### src/rtl/ram_capture_ctrl.sv
// ram_capture_ctrl
//   Trigger-based sample capture controller in front of a single-port ram
//   (registered read address, 1-cycle read latency).
//   - While armed, valid samples are written circularly into the ram.
//   - Capture freezes after the trigger sample plus POST_TRIG further samples.
//   - The whole buffer is then streamed out oldest-first over valid/ready.
//   Optional feature: define TRIG_ADDR_EN to add output trig_addr, the ram
//   address of the trigger sample.
//
// Ports
//   clk, rst_n          clock, asynchronous active-low reset
//   smpl, smpl_vld      incoming sample stream
//   arm                 1-cycle pulse, starts a capture (IDLE only)
//   trig                trigger level, seen only in ARMED with smpl_vld=1
//   dout, dout_vld      readout data / valid
//   dout_rdy            consumer ready
//   armed, done         status: capturing / reading out
//   ram_data, ram_addr, ram_we, ram_q   ram interface
//   trig_addr           (TRIG_ADDR_EN only) ram address of the trigger sample
module ram_capture_ctrl #(
    parameter int unsigned DATA_WIDTH = 8,
    parameter int unsigned ADDR_WIDTH = 3,
    parameter int unsigned POST_TRIG  = 4
) (
    input  logic                  clk,
    input  logic                  rst_n,
    input  logic [DATA_WIDTH-1:0] smpl,
    input  logic                  smpl_vld,
    input  logic                  arm,
    input  logic                  trig,
    output logic [DATA_WIDTH-1:0] dout,
    output logic                  dout_vld,
    input  logic                  dout_rdy,
    output logic                  armed,
    output logic                  done,
    output logic [DATA_WIDTH-1:0] ram_data,
    output logic [ADDR_WIDTH-1:0] ram_addr,
    output logic                  ram_we,
`ifdef TRIG_ADDR_EN
    output logic [ADDR_WIDTH-1:0] trig_addr,
`endif
    input  logic [DATA_WIDTH-1:0] ram_q
);

    localparam logic [ADDR_WIDTH-1:0] PTR_ONE  = 1;
    localparam logic [ADDR_WIDTH:0]   CNT_ONE  = 1;
    localparam logic [ADDR_WIDTH:0]   RD_END   = {1'b1, {ADDR_WIDTH{1'b0}}};
    localparam logic [ADDR_WIDTH:0]   POST_END = (ADDR_WIDTH+1)'(POST_TRIG);

    typedef enum logic [1:0] {IDLE, ARMED, POST, READ} state_t;

    state_t                state, state_nxt;
    logic [ADDR_WIDTH-1:0] wr_ptr, wr_ptr_nxt;
    logic [ADDR_WIDTH-1:0] post_cnt, post_cnt_nxt;
    logic [ADDR_WIDTH:0]   rd_cnt, rd_cnt_nxt;
    logic [ADDR_WIDTH:0]   post_inc;
    logic                  vld_q, vld_nxt;
    logic                  issue;

    always_ff @(posedge clk or negedge rst_n) begin
        if (!rst_n) begin
            state    <= IDLE;
            wr_ptr   <= '0;
            post_cnt <= '0;
            rd_cnt   <= '0;
            vld_q    <= 1'b0;
        end else begin
            state    <= state_nxt;
            wr_ptr   <= wr_ptr_nxt;
            post_cnt <= post_cnt_nxt;
            rd_cnt   <= rd_cnt_nxt;
            vld_q    <= vld_nxt;
        end
    end

    always_comb begin
        state_nxt    = state;
        wr_ptr_nxt   = wr_ptr;
        post_cnt_nxt = post_cnt;
        rd_cnt_nxt   = rd_cnt;
        vld_nxt      = vld_q;
        ram_we       = 1'b0;
        ram_addr     = '0;
        ram_data     = '0;
        post_inc     = {1'b0, post_cnt} + CNT_ONE;
        issue        = 1'b0;

        case (state)
            IDLE: begin
                if (arm) begin
                    state_nxt    = ARMED;
                    wr_ptr_nxt   = '0;
                    post_cnt_nxt = '0;
                    rd_cnt_nxt   = '0;
                end
            end
            ARMED: begin
                if (smpl_vld) begin
                    ram_we     = 1'b1;
                    ram_addr   = wr_ptr;
                    ram_data   = smpl;
                    wr_ptr_nxt = wr_ptr + PTR_ONE;
                    if (trig) begin
                        state_nxt    = (POST_TRIG == 0) ? READ : POST;
                        post_cnt_nxt = '0;
                        rd_cnt_nxt   = '0;
                    end
                end
            end
            POST: begin
                if (smpl_vld) begin
                    ram_we       = 1'b1;
                    ram_addr     = wr_ptr;
                    ram_data     = smpl;
                    wr_ptr_nxt   = wr_ptr + PTR_ONE;
                    post_cnt_nxt = post_inc[ADDR_WIDTH-1:0];
                    if (post_inc == POST_END) begin
                        state_nxt  = READ;
                        rd_cnt_nxt = '0;
                    end
                end
            end
            READ: begin
                // rd_cnt counts addresses issued to the ram. A new address is
                // issued when the output register is empty or being drained;
                // otherwise the address of the beat on dout is re-presented so
                // ram_q (and dout) stays stable during a stall.
                issue = (!vld_q || dout_rdy) && (rd_cnt != RD_END);
                if (issue) begin
                    ram_addr   = wr_ptr + rd_cnt[ADDR_WIDTH-1:0];
                    rd_cnt_nxt = rd_cnt + CNT_ONE;
                    vld_nxt    = 1'b1;
                end else begin
                    ram_addr = wr_ptr + rd_cnt[ADDR_WIDTH-1:0] - PTR_ONE;
                    if (vld_q && dout_rdy) begin
                        vld_nxt   = 1'b0;
                        state_nxt = IDLE;
                    end
                end
            end
            default: state_nxt = IDLE;
        endcase
    end

`ifdef TRIG_ADDR_EN
    always_ff @(posedge clk or negedge rst_n) begin
        if (!rst_n)
            trig_addr <= '0;
        else if (state == ARMED && smpl_vld && trig)
            trig_addr <= wr_ptr;
    end
`endif

    // dout is ram_q qualified by valid so that every output reads 0 in reset/idle.
    assign dout     = vld_q ? ram_q : '0;
    assign dout_vld = vld_q;
    assign armed    = (state == ARMED) || (state == POST);
    assign done     = (state == READ);

endmodule

### config.mk
export PLATFORM = sky130hd
export DESIGN_NAME = ram_capture_ctrl
export DESIGN_NICKNAME = d
export VERILOG_FILES = /design/src/rtl/ram_capture_ctrl.sv
export SDC_FILE = /design/constraint.sdc
export NUM_CORES = 1
export LEC_CHECK = 0
export BUFFER_PORTS_ARGS = -buffer_cell sky130_fd_sc_hd__buf_2
export CAP_MARGIN = 20
export CORE_MARGIN = 10
export CORE_UTILIZATION = 45
export CTS_CLUSTER_DIAMETER = 80
export DETAILED_ROUTE_END_ITERATION = 10
export GPL_ROUTABILITY_DRIVEN = 1
export MAX_ROUTING_LAYER = met4
export PLACE_DENSITY = 0.75
export SYNTH_ARGS = -nofsm -noshare
export SYNTH_HDL_FRONTEND = slang
export SYNTH_SLANG_ARGS = --single-unit
export TNS_END_PERCENT = 30
### constraint.sdc
create_clock -name clk -period 2.9 [get_ports clk]
set_input_delay 0.29 -clock clk [delete_from_list [all_inputs] [get_ports clk]]
set_output_delay 0.29 -clock clk [all_outputs]
set_load 0.01 [all_outputs]
# [Yosys cells after proc, flatten, opt, wreduce, memory -nomap -nowiden]
# Cells that the tools add are included.
[word_totals] regBits=13 inputBits=22 out_inout_bits=23
[classes] add_sub_neg=5 eq_ne=14 mux=32 reduce_logical=15
[op_table] op="2-to-1 mux 4 bit" count=6
[op_table] op="2-to-1 mux 8 bit" count=3
[op_table] op="2-to-1 mux 3 bit" count=7
[op_table] op="one-hot mux 4 bit (4 select lines)" count=1
[op_table] op="2-to-1 mux 2 bit" count=7
[op_table] op="inequality test 2 bit (second input constant)" count=6
[op_table] op="one-hot mux 3 bit (2 select lines)" count=2
[op_table] op="one-hot mux 3 bit (3 select lines)" count=1
[op_table] op="one-hot mux 2 bit (4 select lines)" count=1
[op_table] op="AND reduction 7 bit" count=1
[op_table] op="inequality test 2 x 1 -> 1 bit (second input constant)" count=3
[op_table] op="AND reduction 6 bit" count=1
[op_table] op="AND reduction 5 bit" count=1
[op_table] op="adder 3 x 1 -> 4 bit (second input constant)" count=1
[op_table] op="adder 4 x 1 -> 4 bit (second input constant)" count=1
[op_table] op="== test 2 bit (second input constant)" count=2
[op_table] op="== test 4 x 3 -> 1 bit (second input constant)" count=1
[op_table] op="2-to-1 mux 1 bit" count=4
[op_table] op="inequality test 4 bit (second input constant)" count=1
[op_table] op="nonzero test 2 bit" count=2
[op_table] op="adder 3 x 1 -> 3 bit (second input constant)" count=1
[op_table] op="adder 3 bit" count=1
[op_table] op="AND reduction 3 bit" count=1
[op_table] op="nonzero test 3 bit" count=1
[op_table] op="8 further kinds" count=10

# [Longest topological paths before layout]
[logic_depth] word_depth=5 ltp_mapped=8 mapped_depth_nobuf=8

# [Worst setup path after synthesis]
# OpenSTA, ideal clock, no wires.
[synth_path] path_kind="register -> output" start="register wr_ptr[0]" end="output port ram_addr[2]" arrival_time_ns=1.885 setup_slack_ns=0.725 stages_incl_launch_ff=9 cell_sequence="dfrtp_1 > ha_1 > inv_1 > fa_1 > ha_1 > a21boi_0 > xnor2_1 > a21oi_1 > o22ai_1"
[synth_between] elab_chain_len=4
[synth_rtl] element="start: declaration" line_no="53" text="logic [ADDR_WIDTH-1:0] wr_ptr, wr_ptr_nxt;"
[synth_rtl] element="start signal: assignment" line_no="69" text="wr_ptr <= wr_ptr_nxt;"
[synth_rtl] element="adder 3 bit *" line_no="130, 134"
[synth_rtl] element="subtractor 3 x 1 -> 3 bit" line_no="134" text="ram_addr = wr_ptr + rd_cnt[ADDR_WIDTH-1:0] - PTR_ONE;"
[synth_rtl] element="2-to-1 mux 3 bit *" line_no="129" text="if (issue) begin"
[synth_rtl] element="one-hot mux 3 bit (2 select lines) *" line_no="88" text="case (state)"
[synth_rtl] element="end: declaration" line_no="37" text="output logic [ADDR_WIDTH-1:0] ram_addr,"
# Mark *: on every way between the ends. The rest lies on a longest branch, timed or not.

# [Worst setup path after layout]
# Ends and elaborated chain as after synthesis.

==> impl_metrics.json <==
{
  "layout-drive-gt1-share": 0.320,
  "core_sq_um": 2430,
  "grt_first_pass_wirelength_microns": 5150,
  "r2r-start": "state[0]$_DFFE_PN0P_",
  "grt.overflow.total": 0,
  "wl_met1_microns": 1290,
  "critPathTopFamily": "adder cells",
  "synthTopCellsByArea": "dfrtp_1 (29%), ha_1 (13%), and2_1 (5.5%), a22o_1 (4.6%), and3_1 (4.4%)",
  "synth_edf_count": 0,
  "max_freq_mhz": 377,
  "via_per_inst": 5.39,
  "clock_path_buffers": 2,
  "drt_iter0_drc": 89,
  "fill_cells": 220,
  "via_count": 1089,
  "synth_warnings": 0,
  "cts-root-buf": "clkbuf_4",
  "ant_nets": 0,
  "drtPass1Iterations": 4,
  "yosys-top-cells-count": "dfrtp_1 (13), inv_1 (13), ha_1 (12), nand2_1 (12), and2_1 (10)",
  "synth_cell_types": 33,
  "cellLeakagePower_uw": 0.000750,
  "synthCells": 127,
  "post-route-util": 0.581,
  "setup_viol": 0,
  "clk_pin_slew_ns": 0.08,
  "status": "finished clean",
  "place_congestion": 0.917,
  "tns_ns": 0,
  "cts_tree": "done",
  "dieArea_sq_um": 4930,
  "initial_utilization": 0.467,
  "yosysTopAreaCellShare": 0.287,
  "synth-seq-area-share": 0.287,
  "cts_max_level": 1,
  "rr_worst_depth": 7,
  "vdd_drop_max_mv": 0.527,
  "slew_headroom": 0.658,
  "period_needed_ns": 2.65,
  "fp.dieH_microns": 70.2,
  "finalCritPeriodShare": 0.915,
  "route.met3.wl_microns": 224,
  "synth-seq-cells": 13,
  "worst-slew-pin-transition_ns": 0.509,
  "yosys.area.top_type": "dfrtp_1",
  "clock_latency_ns": 0.27,
  "area_growth_pct": 24.6,
  "crit_path_top_delay_cell": "fa_1",
  "arrival_ns": 2.36,
  "grt_usage": 0.123,
  "grt_pass1_vias": 1199,
  "grt_max_degree": 16,
  "path_depth": 9,
  "drv_slew": 0,
  "worstHoldPathCells": 3,
  "die_w_microns": 70.2,
  "dpl.hpwl_microns": 2450,
  "dominantRegCellSynth": "dfrtp_1",
  "synthArstFlopShare": 1.00,
  "cp_cell_sequence": "ha_1 -> inv_1 -> fa_1 -> ha_1 -> a21boi_0 -> xnor2_1 -> a21oi_1 -> o22ai_1 -> buf_2",
  "critPathMaxFanout": 6,
  "hold_viol": 0,
  "setup_ws_ns": 0.247,
  "drc": 0,
  "rsz0062_at_grt": "false",
  "fp-row-count": 18,
  "finClkSkew_ns": 0.00135,
  "critPathKind": "reg2out",
  "syn_area_per_cell_sq_um": 8.94,
  "critPathMaxStageDelay_ns": 0.50,
  "pin_count": 45,
  "wire_per_inst_microns": 14.5,
  "numClockSinks": 13,
  "io_buffers": 44,
  "syn_nets": 162,
  "power_density_nw_per_um2": 983,
  "place_ws_ns": 0.542,
  "wirelength_microns": 2920,
  "startpoint_type": "flop",
  "cts_inserted_buffers": 3,
  "crit_path_end_kind": "output port",
  "finalNetCount": 208,
  "cp.required_ns": 2.61,
  "wl_met2_microns": 1360,
  "hp-class": "in2reg",
  "worstSetupStartpoint": "wr_ptr[0]$_DFFE_PN0P_",
  "antenna_found_initial": 0,
  "hold_start": "dout_rdy",
  "crit_top_cell": "ha_1",
  "maxCapViolCount": 0,
  "n_antenna_cell": 0,
  "path_buf_inv": 2,
  "top_layer": "met4",
  "synthesis.area_sq_um": 1130
}
[repair_timing]
item / in CTS / in global routing
endpoints found under the hold margin: 13 / 0
hold buffers: 1 / 0
gates resized for setup: 0 / 0
buffers inserted: 0 / 0
[kinds of logic (layout without fill, tap and decap cells)]
| kind of cell | after synthesis | in the layout | synth area share |
|---|---|---|---|
| buffers and inverters | 17 | 62 | 0.0562 |
| xor gates and xnor gates | 3 | 3 | 0.0232 |
| AOI/OAI and AO/OA | 31 | 31 | 0.214 |
| adders and majority gates | 13 | 13 | 0.150 |
| muxes | 3 | 3 | 0.0298 |
| DFF | 13 | 13 | 0.287 |
| and+or+nand+nor | 47 | 47 | 0.240 |
[cell usage in the layout, fill, tap and decap left out, types with 2 or more instances in the layout]
| cell type | netlist | final |
|---|---|---|
| nor2_1 | 4 | 4 |
| xnor2_1 | 3 | 3 |
| nand2b_1 | 3 | 3 |
| buf_2 | 0 | 44 |
| and3_1 | 8 | 8 |
| o41ai_1 | 2 | 2 |
| a22o_1 | 6 | 6 |
| a21boi_0 | 2 | 2 |
| clkbuf_4 | 0 | 3 |
| inv_1 | 13 | 13 |
| and2_1 | 10 | 10 |
| mux2_2 | 3 | 3 |
| nor2b_1 | 2 | 2 |
| ha_1 | 12 | 12 |
| dfrtp_1 | 13 | 13 |
| nand2_1 | 12 | 12 |
| o21ai_0 | 6 | 6 |
| o22ai_1 | 4 | 4 |
| a21oi_1 | 5 | 5 |
[routing by layer]
metal,vias to the layer above,track usage
li1,535,-
met1,500,0.140
met2,50,0.199
met3,4,0.0395
met4,0,0.0395
met5,-,-
[final timing paths]
| kind | end | slack (ns) |
|---|---|---|
| min in group asynchronous | rd_cnt[3]$_DFFE_PN0P_ | 0.44 |
| min | dout_vld$_DFFE_PN0P_ | 0.34 |
| max in group asynchronous | post_cnt[1]$_DFFE_PN0P_ | 2.23 |
| max reg2reg | rd_cnt[0]$_DFFE_PN0P_ | 0.85 |
| max | ram_addr[2] | 0.25 |
| min reg2reg | rd_cnt[3]$_DFFE_PN0P_ | 0.49 |
[final cells by class]
class                      count  area [sq um]  area share
clock buffer                   4          26.3      0.0186
inverter                      13          48.8      0.0345
multi-input combinational     97           746       0.527
sequential                    13           325       0.230
tap                           30          37.5      0.0265
timing repair buffer          45           230       0.163
[through the flow]
step	total power [uW]	cells	cell area (sq um)	hold WS (ns)
finish	1390	202	1410	0.341
global route	1550	202	1410	0.344
CTS	1410	202	1410	0.337
detailed placement	1290	197	1380	0.197
global placement	1240	197	1380	0.193
floorplan	1020	127	1130	-0.00559
[registers in the layout (all words and copies together) (netlist names)]
name,flops
post_cnt,3
dout_vld,1
state,2
wr_ptr,3
rd_cnt,4
[worst register-to-register path: cells and delay by family, from the launching register on]
family	cells	cell delay, ns
compound gates	3	0.56
fa+ha+maj	1	0.29
buf+inv	1	0.09
flops	1	0.40
simple gates	2	0.60
[power by group]
group | switching [uW] | total, uW | internal (uW)
Sequential | 73.7 | 317 | 243
Clock | 58.1 | 111 | 53.1
Combinational | 534 | 961 | 428
No activity file was read; power rests on OpenSTA's default activity.
